$ cat src/rtl/turn_if.sv
// turn_if: bundles the keyboard/projectile inputs and the turn-status outputs
// exchanged between the turn controller and its environment.
//   keycode        current keyboard keycode, 0 = none
//   proj_done      1-frame pulse: projectile resolved
//   hit_p1/hit_p2  projectile struck player 1 / player 2 (valid with proj_done)
//   is_in_turn_p1/is_in_turn_p2  player may move
//   fire           1-frame launch pulse for active_player
//   active_player  0 = player 1, 1 = player 2
//   sec_left       turn seconds remaining
//   hp_p1/hp_p2    hit points
//   game_over      game finished
//   winner         00 none, 01 p1, 10 p2, 11 draw
// master drives the inputs of the controller, slave is the controller itself.
interface turn_if;
  logic [7:0] keycode;
  logic       proj_done;
  logic       hit_p1;
  logic       hit_p2;
  logic       is_in_turn_p1;
  logic       is_in_turn_p2;
  logic       fire;
  logic       active_player;
  logic [5:0] sec_left;
  logic [2:0] hp_p1;
  logic [2:0] hp_p2;
  logic       game_over;
  logic [1:0] winner;

  modport master (
    output keycode, proj_done, hit_p1, hit_p2,
    input  is_in_turn_p1, is_in_turn_p2, fire, active_player,
           sec_left, hp_p1, hp_p2, game_over, winner
  );

  modport slave (
    input  keycode, proj_done, hit_p1, hit_p2,
    output is_in_turn_p1, is_in_turn_p2, fire, active_player,
           sec_left, hp_p1, hp_p2, game_over, winner
  );
endinterface

$ cat src/rtl/turn_controller.sv
// turn_controller: two-player turn sequencer running at frame rate.
// Grants movement to one player at a time, times each turn, detects the
// fire key, waits for the projectile to resolve, tracks hit points and
// declares the winner.
// Ports:
//   frame_clk  frame-rate clock, all state changes on posedge
//   Reset_n    asynchronous active-low reset
//   bus        turn_if.slave (keyboard/projectile inputs, turn-status outputs)
module turn_controller #(
  parameter int         FRAMES_PER_SEC = 60,
  parameter int         TURN_SECS      = 10,
  parameter int         SWITCH_FRAMES  = 30,
  parameter int         HP_INIT        = 3,
  parameter logic [7:0] FIRE_KEY       = 8'd44,
  parameter logic [7:0] START_KEY      = 8'd40
) (
  input  logic  frame_clk,
  input  logic  Reset_n,
  turn_if.slave bus
);

  // frame_cnt serves both the per-second divider and the switch delay
  localparam int CNT_MAX = (FRAMES_PER_SEC > SWITCH_FRAMES) ? FRAMES_PER_SEC : SWITCH_FRAMES;
  localparam int CNT_W   = (CNT_MAX <= 2) ? 1 : $clog2(CNT_MAX);

  typedef enum logic [2:0] {
    ST_START     = 3'd0,
    ST_MOVE      = 3'd1,
    ST_PROJ      = 3'd2,
    ST_SWITCH    = 3'd3,
    ST_GAME_OVER = 3'd4
  } state_t;

  state_t             state, state_nxt;
  logic               active_player, active_player_nxt;
  logic [5:0]         sec_left, sec_left_nxt;
  logic [2:0]         hp_p1, hp_p1_nxt;
  logic [2:0]         hp_p2, hp_p2_nxt;
  logic [CNT_W-1:0]   frame_cnt, frame_cnt_nxt;
  logic [7:0]         key_prev;
  logic [1:0]         winner, winner_nxt;
  logic               fire, fire_nxt;
  logic               turn_p1, turn_p1_nxt;
  logic               turn_p2, turn_p2_nxt;
  logic               game_over, game_over_nxt;

  logic               start_press;
  logic               fire_press;
  logic               sec_wrap;
  logic               switch_done;
  logic [2:0]         hp_p1_hit;
  logic [2:0]         hp_p2_hit;

  // Saturating hit-point decrement
  function automatic logic [2:0] hp_dec(input logic [2:0] hp, input logic hit);
    logic [2:0] res;
    if (hit && (hp != 3'd0)) begin
      res = hp - 3'd1;
    end else begin
      res = hp;
    end
    return res;
  endfunction

  // Edge-detected key presses: a held key yields one press
  assign start_press = (bus.keycode == START_KEY) && (key_prev != START_KEY);
  assign fire_press  = (bus.keycode == FIRE_KEY)  && (key_prev != FIRE_KEY);
  assign sec_wrap    = (frame_cnt == CNT_W'(FRAMES_PER_SEC - 1));
  assign switch_done = (frame_cnt == CNT_W'(SWITCH_FRAMES - 1));
  assign hp_p1_hit   = hp_dec(hp_p1, bus.hit_p1);
  assign hp_p2_hit   = hp_dec(hp_p2, bus.hit_p2);

  // Next-state and next-output logic
  always_comb begin
    state_nxt         = state;
    active_player_nxt = active_player;
    sec_left_nxt      = sec_left;
    hp_p1_nxt         = hp_p1;
    hp_p2_nxt         = hp_p2;
    frame_cnt_nxt     = frame_cnt;
    winner_nxt        = winner;
    fire_nxt          = 1'b0;

    case (state)
      ST_START: begin
        if (start_press) begin
          state_nxt         = ST_MOVE;
          sec_left_nxt      = 6'(TURN_SECS);
          frame_cnt_nxt     = '0;
          active_player_nxt = 1'b0;
        end else begin
          state_nxt = ST_START;
        end
      end
      ST_MOVE: begin
        // Fire takes priority over a timeout on the same frame; timer freezes
        if (fire_press) begin
          fire_nxt  = 1'b1;
          state_nxt = ST_PROJ;
        end else if (sec_wrap) begin
          frame_cnt_nxt = '0;
          if (sec_left == 6'd0) begin
            state_nxt = ST_SWITCH;
          end else begin
            sec_left_nxt = sec_left - 6'd1;
          end
        end else begin
          frame_cnt_nxt = frame_cnt + CNT_W'(1);
        end
      end
      ST_PROJ: begin
        if (bus.proj_done) begin
          hp_p1_nxt     = hp_p1_hit;
          hp_p2_nxt     = hp_p2_hit;
          frame_cnt_nxt = '0;
          if ((hp_p1_hit == 3'd0) || (hp_p2_hit == 3'd0)) begin
            state_nxt  = ST_GAME_OVER;
            // bit1: player 2 wins (p1 dead), bit0: player 1 wins (p2 dead)
            winner_nxt = {(hp_p1_hit == 3'd0), (hp_p2_hit == 3'd0)};
          end else begin
            state_nxt = ST_SWITCH;
          end
        end else begin
          state_nxt = ST_PROJ;
        end
      end
      ST_SWITCH: begin
        if (switch_done) begin
          state_nxt         = ST_MOVE;
          active_player_nxt = ~active_player;
          sec_left_nxt      = 6'(TURN_SECS);
          frame_cnt_nxt     = '0;
        end else begin
          frame_cnt_nxt = frame_cnt + CNT_W'(1);
        end
      end
      ST_GAME_OVER: begin
        if (start_press) begin
          state_nxt         = ST_MOVE;
          hp_p1_nxt         = 3'(HP_INIT);
          hp_p2_nxt         = 3'(HP_INIT);
          winner_nxt        = 2'b00;
          active_player_nxt = 1'b0;
          sec_left_nxt      = 6'(TURN_SECS);
          frame_cnt_nxt     = '0;
        end else begin
          state_nxt = ST_GAME_OVER;
        end
      end
      default: begin
        state_nxt         = ST_START;
        active_player_nxt = 1'b0;
        sec_left_nxt      = 6'(TURN_SECS);
        hp_p1_nxt         = 3'(HP_INIT);
        hp_p2_nxt         = 3'(HP_INIT);
        frame_cnt_nxt     = '0;
        winner_nxt        = 2'b00;
      end
    endcase

    // Status flags are registered copies of the next-state decode
    turn_p1_nxt   = (state_nxt == ST_MOVE) && !active_player_nxt;
    turn_p2_nxt   = (state_nxt == ST_MOVE) &&  active_player_nxt;
    game_over_nxt = (state_nxt == ST_GAME_OVER);
  end

  // State and output registers
  always_ff @(posedge frame_clk or negedge Reset_n) begin
    if (!Reset_n) begin
      state         <= ST_START;
      active_player <= 1'b0;
      sec_left      <= 6'(TURN_SECS);
      hp_p1         <= 3'(HP_INIT);
      hp_p2         <= 3'(HP_INIT);
      frame_cnt     <= '0;
      key_prev      <= 8'd0;
      winner        <= 2'b00;
      fire          <= 1'b0;
      turn_p1       <= 1'b0;
      turn_p2       <= 1'b0;
      game_over     <= 1'b0;
    end else begin
      state         <= state_nxt;
      active_player <= active_player_nxt;
      sec_left      <= sec_left_nxt;
      hp_p1         <= hp_p1_nxt;
      hp_p2         <= hp_p2_nxt;
      frame_cnt     <= frame_cnt_nxt;
      key_prev      <= bus.keycode;
      winner        <= winner_nxt;
      fire          <= fire_nxt;
      turn_p1       <= turn_p1_nxt;
      turn_p2       <= turn_p2_nxt;
      game_over     <= game_over_nxt;
    end
  end

  assign bus.is_in_turn_p1 = turn_p1;
  assign bus.is_in_turn_p2 = turn_p2;
  assign bus.fire          = fire;
  assign bus.active_player = active_player;
  assign bus.sec_left      = sec_left;
  assign bus.hp_p1         = hp_p1;
  assign bus.hp_p2         = hp_p2;
  assign bus.game_over     = game_over;
  assign bus.winner        = winner;

endmodule

$ cat src/flat_wrapper.sv
// flat-port wrapper written by rule: the top's interface ports become plain ports
module turn_controller_flat 
#(
  parameter int         FRAMES_PER_SEC = 60,
  parameter int         TURN_SECS      = 10,
  parameter int         SWITCH_FRAMES  = 30,
  parameter int         HP_INIT        = 3,
  parameter logic [7:0] FIRE_KEY       = 8'd44,
  parameter logic [7:0] START_KEY      = 8'd40
)
  (frame_clk, Reset_n, bus_keycode, bus_proj_done, bus_hit_p1, bus_hit_p2, bus_is_in_turn_p1, bus_is_in_turn_p2, bus_fire, bus_active_player, bus_sec_left, bus_hp_p1, bus_hp_p2, bus_game_over, bus_winner);
  turn_if bus_i ();
  input  logic frame_clk;
  input  logic Reset_n;
  input wire logic [$bits(bus_i.keycode)-1:0] bus_keycode;
  input wire logic [$bits(bus_i.proj_done)-1:0] bus_proj_done;
  input wire logic [$bits(bus_i.hit_p1)-1:0] bus_hit_p1;
  input wire logic [$bits(bus_i.hit_p2)-1:0] bus_hit_p2;
  output wire logic [$bits(bus_i.is_in_turn_p1)-1:0] bus_is_in_turn_p1;
  output wire logic [$bits(bus_i.is_in_turn_p2)-1:0] bus_is_in_turn_p2;
  output wire logic [$bits(bus_i.fire)-1:0] bus_fire;
  output wire logic [$bits(bus_i.active_player)-1:0] bus_active_player;
  output wire logic [$bits(bus_i.sec_left)-1:0] bus_sec_left;
  output wire logic [$bits(bus_i.hp_p1)-1:0] bus_hp_p1;
  output wire logic [$bits(bus_i.hp_p2)-1:0] bus_hp_p2;
  output wire logic [$bits(bus_i.game_over)-1:0] bus_game_over;
  output wire logic [$bits(bus_i.winner)-1:0] bus_winner;
  assign bus_i.keycode = bus_keycode;
  assign bus_i.proj_done = bus_proj_done;
  assign bus_i.hit_p1 = bus_hit_p1;
  assign bus_i.hit_p2 = bus_hit_p2;
  assign bus_is_in_turn_p1 = bus_i.is_in_turn_p1;
  assign bus_is_in_turn_p2 = bus_i.is_in_turn_p2;
  assign bus_fire = bus_i.fire;
  assign bus_active_player = bus_i.active_player;
  assign bus_sec_left = bus_i.sec_left;
  assign bus_hp_p1 = bus_i.hp_p1;
  assign bus_hp_p2 = bus_i.hp_p2;
  assign bus_game_over = bus_i.game_over;
  assign bus_winner = bus_i.winner;
  turn_controller #(.FRAMES_PER_SEC(FRAMES_PER_SEC), .TURN_SECS(TURN_SECS), .SWITCH_FRAMES(SWITCH_FRAMES), .HP_INIT(HP_INIT), .FIRE_KEY(FIRE_KEY), .START_KEY(START_KEY)) u_core (.frame_clk(frame_clk), .Reset_n(Reset_n), .bus(bus_i));
endmodule
$ cat config.mk
export PLATFORM = sky130hd
export DESIGN_NAME = turn_controller_flat
export DESIGN_NICKNAME = d
export VERILOG_FILES = /design/src/rtl/turn_if.sv /design/src/rtl/turn_controller.sv /design/src/flat_wrapper.sv
export SDC_FILE = /design/constraint.sdc
export NUM_CORES = 1
export LEC_CHECK = 0
export BUFFER_PORTS_ARGS = -buffer_cell sky130_fd_sc_hd__clkbuf_2
export CAP_MARGIN = 25
export CORE_UTILIZATION = 45
export CTS_CLUSTER_DIAMETER = 50
export DETAILED_ROUTE_END_ITERATION = 16
export PLACE_DENSITY_LB_ADDON = 0.15
export SLEW_MARGIN = 20
export SYNTH_ARGS = -nofsm -noshare
export SYNTH_HDL_FRONTEND = slang
export SYNTH_SLANG_ARGS = --single-unit
$ cat constraint.sdc
create_clock -name frame_clk -period 2.92 [get_ports frame_clk]
set_clock_uncertainty 0.1 [all_clocks]
set_input_delay 0.876 -clock frame_clk [delete_from_list [all_inputs] [get_ports frame_clk]]
set_output_delay 0.876 -clock frame_clk [all_outputs]
set_load 0.01 [all_outputs]
==> results of run 1 <==
==> routing by layer <==
metal	track usage [%]	vias to the layer above	part of all wire, %
met2	34.41	35	51
met3	5.405	9	3.1
li1	-	779	-
met4	8.511	0	1.6
met1	24.18	783	44
met5	0	-	0
==> cell usage in the layout, fill, tap and decap left out, drive strengths merged, types with 4 or more instances in the layout <==
| cell | synthesis | final |
|---|---|---|
| ha | 7 | 7 |
| o31ai | 5 | 5 |
| nor3 | 7 | 7 |
| dfstp | 6 | 6 |
| nor2 | 9 | 9 |
| buf | 2 | 4 |
| nand2b | 7 | 7 |
| or3 | 6 | 6 |
| dfrtp | 30 | 30 |
| a21oi | 6 | 6 |
| clkbuf | 2 | 38 |
| inv | 13 | 13 |
| o21a | 4 | 4 |
| nand3 | 6 | 6 |
| nand2 | 12 | 12 |
| mux2 | 4 | 4 |
| o21ai | 11 | 11 |
==> metrics by stage <==
stage	setup slack, ns	total power, mW	std cells
2_1_floorplan	0.3334	0.7376	190
3_3_place_gp	0.1982	0.7922	270
3_5_place_dp	0.1384	0.8065	270
4_1_cts	0.3432	1.144	278
5_1_grt	0.2602	1.201	279
6_report	0.3579	1.136	279
==> final cells by class <==
class	count	share of cell area (%)
multi-input combinational	136	42.22
sequential	36	40.07
timing repair buffer	35	9.051
clock buffer	7	3.366
tap	50	2.759
inverter	14	2.318
clock inverter	1	0.2208
==> worst register-to-register path, delay by kind of cell (launching register included) <==
kind / cells / cell delay (ns)
simple gates: 3 / 1.14
compound gates: 1 / 0.35
flops: 1 / 0.36
buf+inv: 1 / 0.25
mux: 1 / 0.26
==> kinds of logic after synthesis <==
family                     count (synthesis)  share of synthesized area, %
buffers and inverters                     18                         3.868
muxes                                      6                         3.353
AOI/OAI and AO/OA                         51                         19.02
adders and majority gates                  7                         4.513
and+or+nand+nor                           72                         22.44
DFF                                       36                         46.81
==> flip-flops by register name, summed over array words and instances, names as in the netlist <==
register                  count
u_core.bus.winner             2
u_core.bus.sec_left           6
u_core.bus.is_in_turn_p2      1
u_core.key_prev               8
u_core.bus.hp_p2              3
u_core.state                  3
u_core.bus.active_player      1
u_core.bus.game_over          1
u_core.bus.is_in_turn_p1      1
u_core.frame_cnt              6
u_core.bus.fire               1
u_core.bus.hp_p1              3
==> synth_stat cells (2+ instances only) <==
cell type	number	share of area, %
or3_1	6	1.9
a31oi_1	2	0.64
nand4_1	2	0.64
o31ai_1	5	1.9
clkbuf_1	2	0.39
nor4bb_1	2	1.0
o21a_1	4	1.5
a21oi_1	6	1.5
dfrtp_1	30	39
a22o_1	2	0.90
o211ai_1	2	0.77
o21ai_0	11	2.8
inv_1	13	2.5
mux2_2	4	2.3
o2bb2ai_1	3	1.4
and3_1	3	0.97
nand2b_1	7	2.3
mux2i_1	2	1.0
nor2_1	9	1.7
or4_1	2	0.77
dfstp_2	6	8.1
o41ai_1	3	1.4
o22ai_1	3	0.97
ha_1	7	4.5
nand2_1	11	2.1
nor3_1	7	1.8
nand3_1	6	1.5
a21o_1	2	0.77
or2_2	2	0.64
nor2b_1	3	0.97
==> final timing paths <==
path / startpoint / to / slack [ns] / cells past startpoint
worst max-delay path: u_core.key_prev[4] / u_core.frame_cnt[1] / 0.36 / 6
max in group asynchronous: Reset_n / u_core.bus.hp_p1[1] / 1.78 / 2
worst max register to register: u_core.key_prev[4] / u_core.frame_cnt[1] / 0.36 / 6
min in group frame_clk: u_core.frame_cnt[5] / u_core.frame_cnt[5] / 0.41 / 1
worst min-delay path: Reset_n / u_core.bus.fire / 0.41 / 1
worst min register to register: u_core.frame_cnt[5] / u_core.frame_cnt[5] / 0.41 / 1
==> power by group <==
group / internal (mW) / switching [mW] / total, mW
sequential: 0.551 / 0.0505 / 0.601
combinational: 0.0930 / 0.108 / 0.201
clock: 0.167 / 0.166 / 0.333
total: 0.811 / 0.325 / 1.14
==> impl_metrics.csv, run 1 <==
group,metric,value,unit
layout,areaGrowthSynthToFinish,16.83,%
place,port_buffers,31,
clocking,cts_resized,0,
synth,synthFlopType,"dfrtp_1",
route,drt_iter0_markers,54,
synth,synth_seq_cells,36,
synth,synth_area,1941,µm²
timing,setup_tns,0,ns
setup_path,crit_arrival,2.64,ns
floorplan,ioPinCount,32,
clocking,cts_root_buf,"clkbuf_8",
route,wl,4221,µm
floorplan,fp.dieH,67.67,µm
route,dr.pass1.iters,4,
setup_path,path_max_fanout,10,
route,avgRoutedWirePerCell,15.13,µm
clocking,clk_path_buf_depth,2,
setup_path,cpPeakStageDelay,0.54,ns
place,place.gp.congestion,0.8290,
timing,holdWs,0.4097,ns
place,place_hpwl,3088,µm
layout,stdcell_area,2267,µm²
clocking,clk_latency,0.29,ns
clocking,h-tree-depth,2,
setup_path,start_kind,"flip-flop",
synth,synth_cells,190,
job,drv_cap,0,
layout,antennaDiodeCount,0,
status,status,"finished, final reports clean",
layout,fin_util,55.87,%
global_route,antenna_found_initial,0,
timing,rsz0062_at_grt,"no",
timing,worst_pin_slew,0.5626,ns
global_route,grt_pass1_wl,6803,µm
floorplan,fp.dieW,67.67,µm
synth,synth_nets,210,
synth,ys_types,53,
clocking,clk_pin_slew,0.07,ns
clocking,hold_buffers,0,
synth,yosysSeqAreaShare,46.81,%
clocking,cts_setup_buffers,0,
timing,min_period_over_period,87.74,%
layout,fill_cells,377,
route,drc,0,
layout,drive_above_1_share,26.64,%
place,dpl-instance-area,2158,µm²
floorplan,start_util,47.83,%
route,ant_nets,0,
route,vias,1606,
timing,setup_viol_count_final,0,
setup_path,criticalPathCategory,"reg2reg",
power,peakVddDrop,0.3236,mV
global_route,grt_max_degree,37,
timing,hold_viol,0,
setup_path,worstPathRequired,3.00,ns
setup_path,cp_slowest_cell,"or4b_4",
layout,layout.nets,248,
power,p_leak,1.069,nW
synth,async_flop_share,100.0,%
timing,layout_min_cycle_time,2.562,ns
synth,synth_edf_count,0,
clocking,clock_sinks,36,
global_route,overflow,0,
clocking,cts_buffers,5,
setup_path,cp-end-kind,"flip-flop",
synth,yosys_warnings,0,
global_route,grtUsageTotal,20.36,%
global_route,grt_pass1_vias,1520,
route,routed_via_density,5.756,
timing,fmax,0.3903,GHz
layout,multiInputGateArea,957.2,µm²
setup_path,path_cells,"or4b_4 > or4_4 > a211oi_4 > buf_4 > nor2_1 > mux2_2",
floorplan,rows,23,
timing,drv_slew,0,
clocking,tritoncts,"done",
worst_hold_path,hold_class,"in2async",
floorplan,die_area,4579,µm²
setup_path,path_delay_family,"simple AND/OR/NAND/NOR gates",
setup_path,crit_buf_inv,1,
layout,seq_area,908.4,µm²
power,p_per_area,501.0,nW/µm²
timing,max_slew_margin,62.18,%
floorplan,core_area,4058,µm²
synth,syn_area_per_cell,10.21,µm²
Power figures use the tool's default switching activity.
==> inputs of run 2 (changes only) <==
--- a/config.mk
+++ b/config.mk
@@ -7,7 +7,7 @@
 export LEC_CHECK = 0
 export BUFFER_PORTS_ARGS = -buffer_cell sky130_fd_sc_hd__clkbuf_2
 export CAP_MARGIN = 25
-export CORE_UTILIZATION = 45
+export CORE_UTILIZATION = 51
 export CTS_CLUSTER_DIAMETER = 50
 export DETAILED_ROUTE_END_ITERATION = 16
 export PLACE_DENSITY_LB_ADDON = 0.15
==> run 2 against run 1 <==
Compared with the run above: total power about the same; wire length decreased by 6.0%; first-iteration DRC count grew 28%; clock power about the same; flip-flop and latch count stayed put; cell count shrank 1.1%; combinational power hardly changed; worst hold slack better by 0.011 ns; largest cell class unchanged.
==> impl_metrics.csv, run 2 (synthesis results as in run 1) <==
group,metric,value,unit
status,status,"finished, final reports clean",
floorplan,ioPinCount,32,
timing,min_period_over_period,87.74,%
layout,areaGrowthSynthToFinish,15.28,%
layout,largest_reg_flops,8,
clocking,cts_buffers,5,
setup_path,cp_slowest_cell,"or4b_4",
setup_path,worstPathRequired,3.00,ns
timing,layout_min_cycle_time,2.562,ns
floorplan,die_area,4056,µm²
place,place_hpwl,3044,µm
setup_path,endpoint,"u_core.frame_cnt[1]",
place,post-place-ws,0.1200,ns
layout,fin_util,61.11,%
timing,drv_slew,0,
job,drv_cap,0,
power,power.share.combinational,17.5,%
layout,layout_common_cells,"clkbuf_2 (31), dfrtp_1 (30), inv_1 (13), nand2_1 (11), o21ai_0 (11)",
layout,drive_above_1_share,26.32,%
route,drt_iter0_markers,69,
clocking,clock_sinks,36,
layout,final_cell_count_no_fill,276,
layout,largest_register,"u_core.key_prev",
route,avgRoutedWirePerCell,14.38,µm
clocking,clk_latency,0.29,ns
timing,fmax,0.3903,GHz
layout,reg.largest.list,"u_core.key_prev (8), u_core.bus.sec_left (6), u_core.frame_cnt (6)",
global_route,grt_pass1_vias,1662,
setup_path,criticalPathCategory,"reg2reg",
setup_path,crit_arrival,2.64,ns
clocking,h-tree-depth,2,
place,place.gp.congestion,0.8097,
setup_path,ff2ff_setup_slack,0.36,ns
power,clockPowerShare,29.5,%
global_route,overflow,0,
timing,setup_viol_count_final,0,
clocking,cts_setup_buffers,0,
route,drc,0,
place,dpl-instance-area,2156,µm²
floorplan,fp.dieH,63.69,µm
floorplan,start_util,53.01,%
place,dp.cells,268,
layout,layout.nets,247,
clocking,hold_buffers,0,
timing,worst_pin_slew,0.8693,ns
setup_path,cpPeakStageDelay,0.54,ns
power,fin_total_pwr,1.136,mW
global_route,grt_max_degree,37,
setup_path,rr_startpoint,"u_core.key_prev[4]",
power,p_seq_share,53.1,%
clocking,cts_root_buf,"clkbuf_8",
route,wl,3969,µm
power,p_leak,1.056,nW
power,peakVddDrop,0.3279,mV
clocking,clk_pin_slew,0.07,ns
route,dr.pass1.iters,4,
place,port_buffers,31,
global_route,grt_pass1_wl,6900,µm
worst_hold_path,hold_class,"reg2reg",
timing,holdWs,0.4209,ns
floorplan,rows,22,
timing,hold_viol,0,
route,ant_nets,0,
clocking,clk_path_buf_depth,2,
setup_path,start_kind,"flip-flop",
layout,stdcell_area,2237,µm²
power,p_sw,0.3276,mW
global_route,antenna_found_initial,0,
floorplan,fp.dieW,63.69,µm
route,routed_via_density,5.924,
layout,final_common_cell,"clkbuf_2",
layout,antennaDiodeCount,0,
power,swShare,28.83,%
setup_path,path_max_fanout,10,
timing,setup_tns,0,ns
global_route,grtUsageTotal,22.47,%
timing,rsz0062_at_grt,"no",
setup_path,cp-end-kind,"flip-flop",
clocking,cts_resized,0,
timing,setup_ws,0.3581,ns
power,p_int,0.8086,mW
setup_path,path_cells,"or4b_4 > or4_4 > a211oi_4 > buf_4 > nor2_1 > mux2_2",
floorplan,core_area,3661,µm²
setup_path,reg2reg_depth,6,
route,vias,1635,
timing,max_slew_margin,42.04,%
clocking,tritoncts,"done",
setup_path,cp-startpoint,"u_core.key_prev[4]",
power,p_per_area,507.9,nW/µm²
setup_path,rr_endpoint,"u_core.frame_cnt[1]",
## run 2: cell count changes in the layout (fill, tap and decap cells not counted), sizes merged
cell and delta:
buf -1
## run 2: area by class of cell
cell class,instances,area (µm²)
Clock inverter,1,5.005
Tap cell,48,60.06
Fill cell,322,1424
Sequential cell,36,908.4
Inverter,14,52.55
Timing Repair Buffer,34,177.7
Multi-Input combinational cell,136,957.2
Clock buffer,7,76.32
## run 2: how the worst min path moves through the flow
stage | to | from | cells after the start | slack (ns)
CTS | u_core.frame_cnt[3] | u_core.frame_cnt[3] | 1 | 0.42
floorplan | u_core.frame_cnt[5] | u_core.frame_cnt[5] | 1 | 0.37
global placement | u_core.frame_cnt[5] | u_core.frame_cnt[5] | 1 | 0.40
finish | u_core.frame_cnt[3] | u_core.frame_cnt[3] | 1 | 0.42
detailed placement | u_core.frame_cnt[3] | u_core.frame_cnt[3] | 1 | 0.41
global route | u_core.frame_cnt[3] | u_core.frame_cnt[3] | 1 | 0.44
## run 2: power groups by stage
stage | combinational [mW] | clock (mW) | sequential [mW]
finish | 0.198 | 0.335 | 0.603
detailed placement | 0.201 | 0 | 0.611
CTS | 0.201 | 0.351 | 0.602
global placement | 0.186 | 0 | 0.605
floorplan | 0.141 | 0 | 0.597
global route | 0.222 | 0.368 | 0.609
## run 2: routing by layer
| metal | up-vias | track usage [%] | wire [µm] |
|---|---|---|---|
| met1 | 795 | 24.94 | 1699 |
| met5 | - | 0 | 0 |
| met3 | 11 | 6.341 | 158 |
| met4 | 0 | 14.20 | 89 |
| li1 | 779 | - | - |
| met2 | 50 | 37.50 | 2021 |
## run 2: critical path, delay by kind of cell (launching register included)
family,cells,cell delay [ns]
and+or+nand+nor,3,1.14
DFF,1,0.36
AOI/OAI and AO/OA,1,0.35
muxes,1,0.26
buffers and inverters,1,0.25
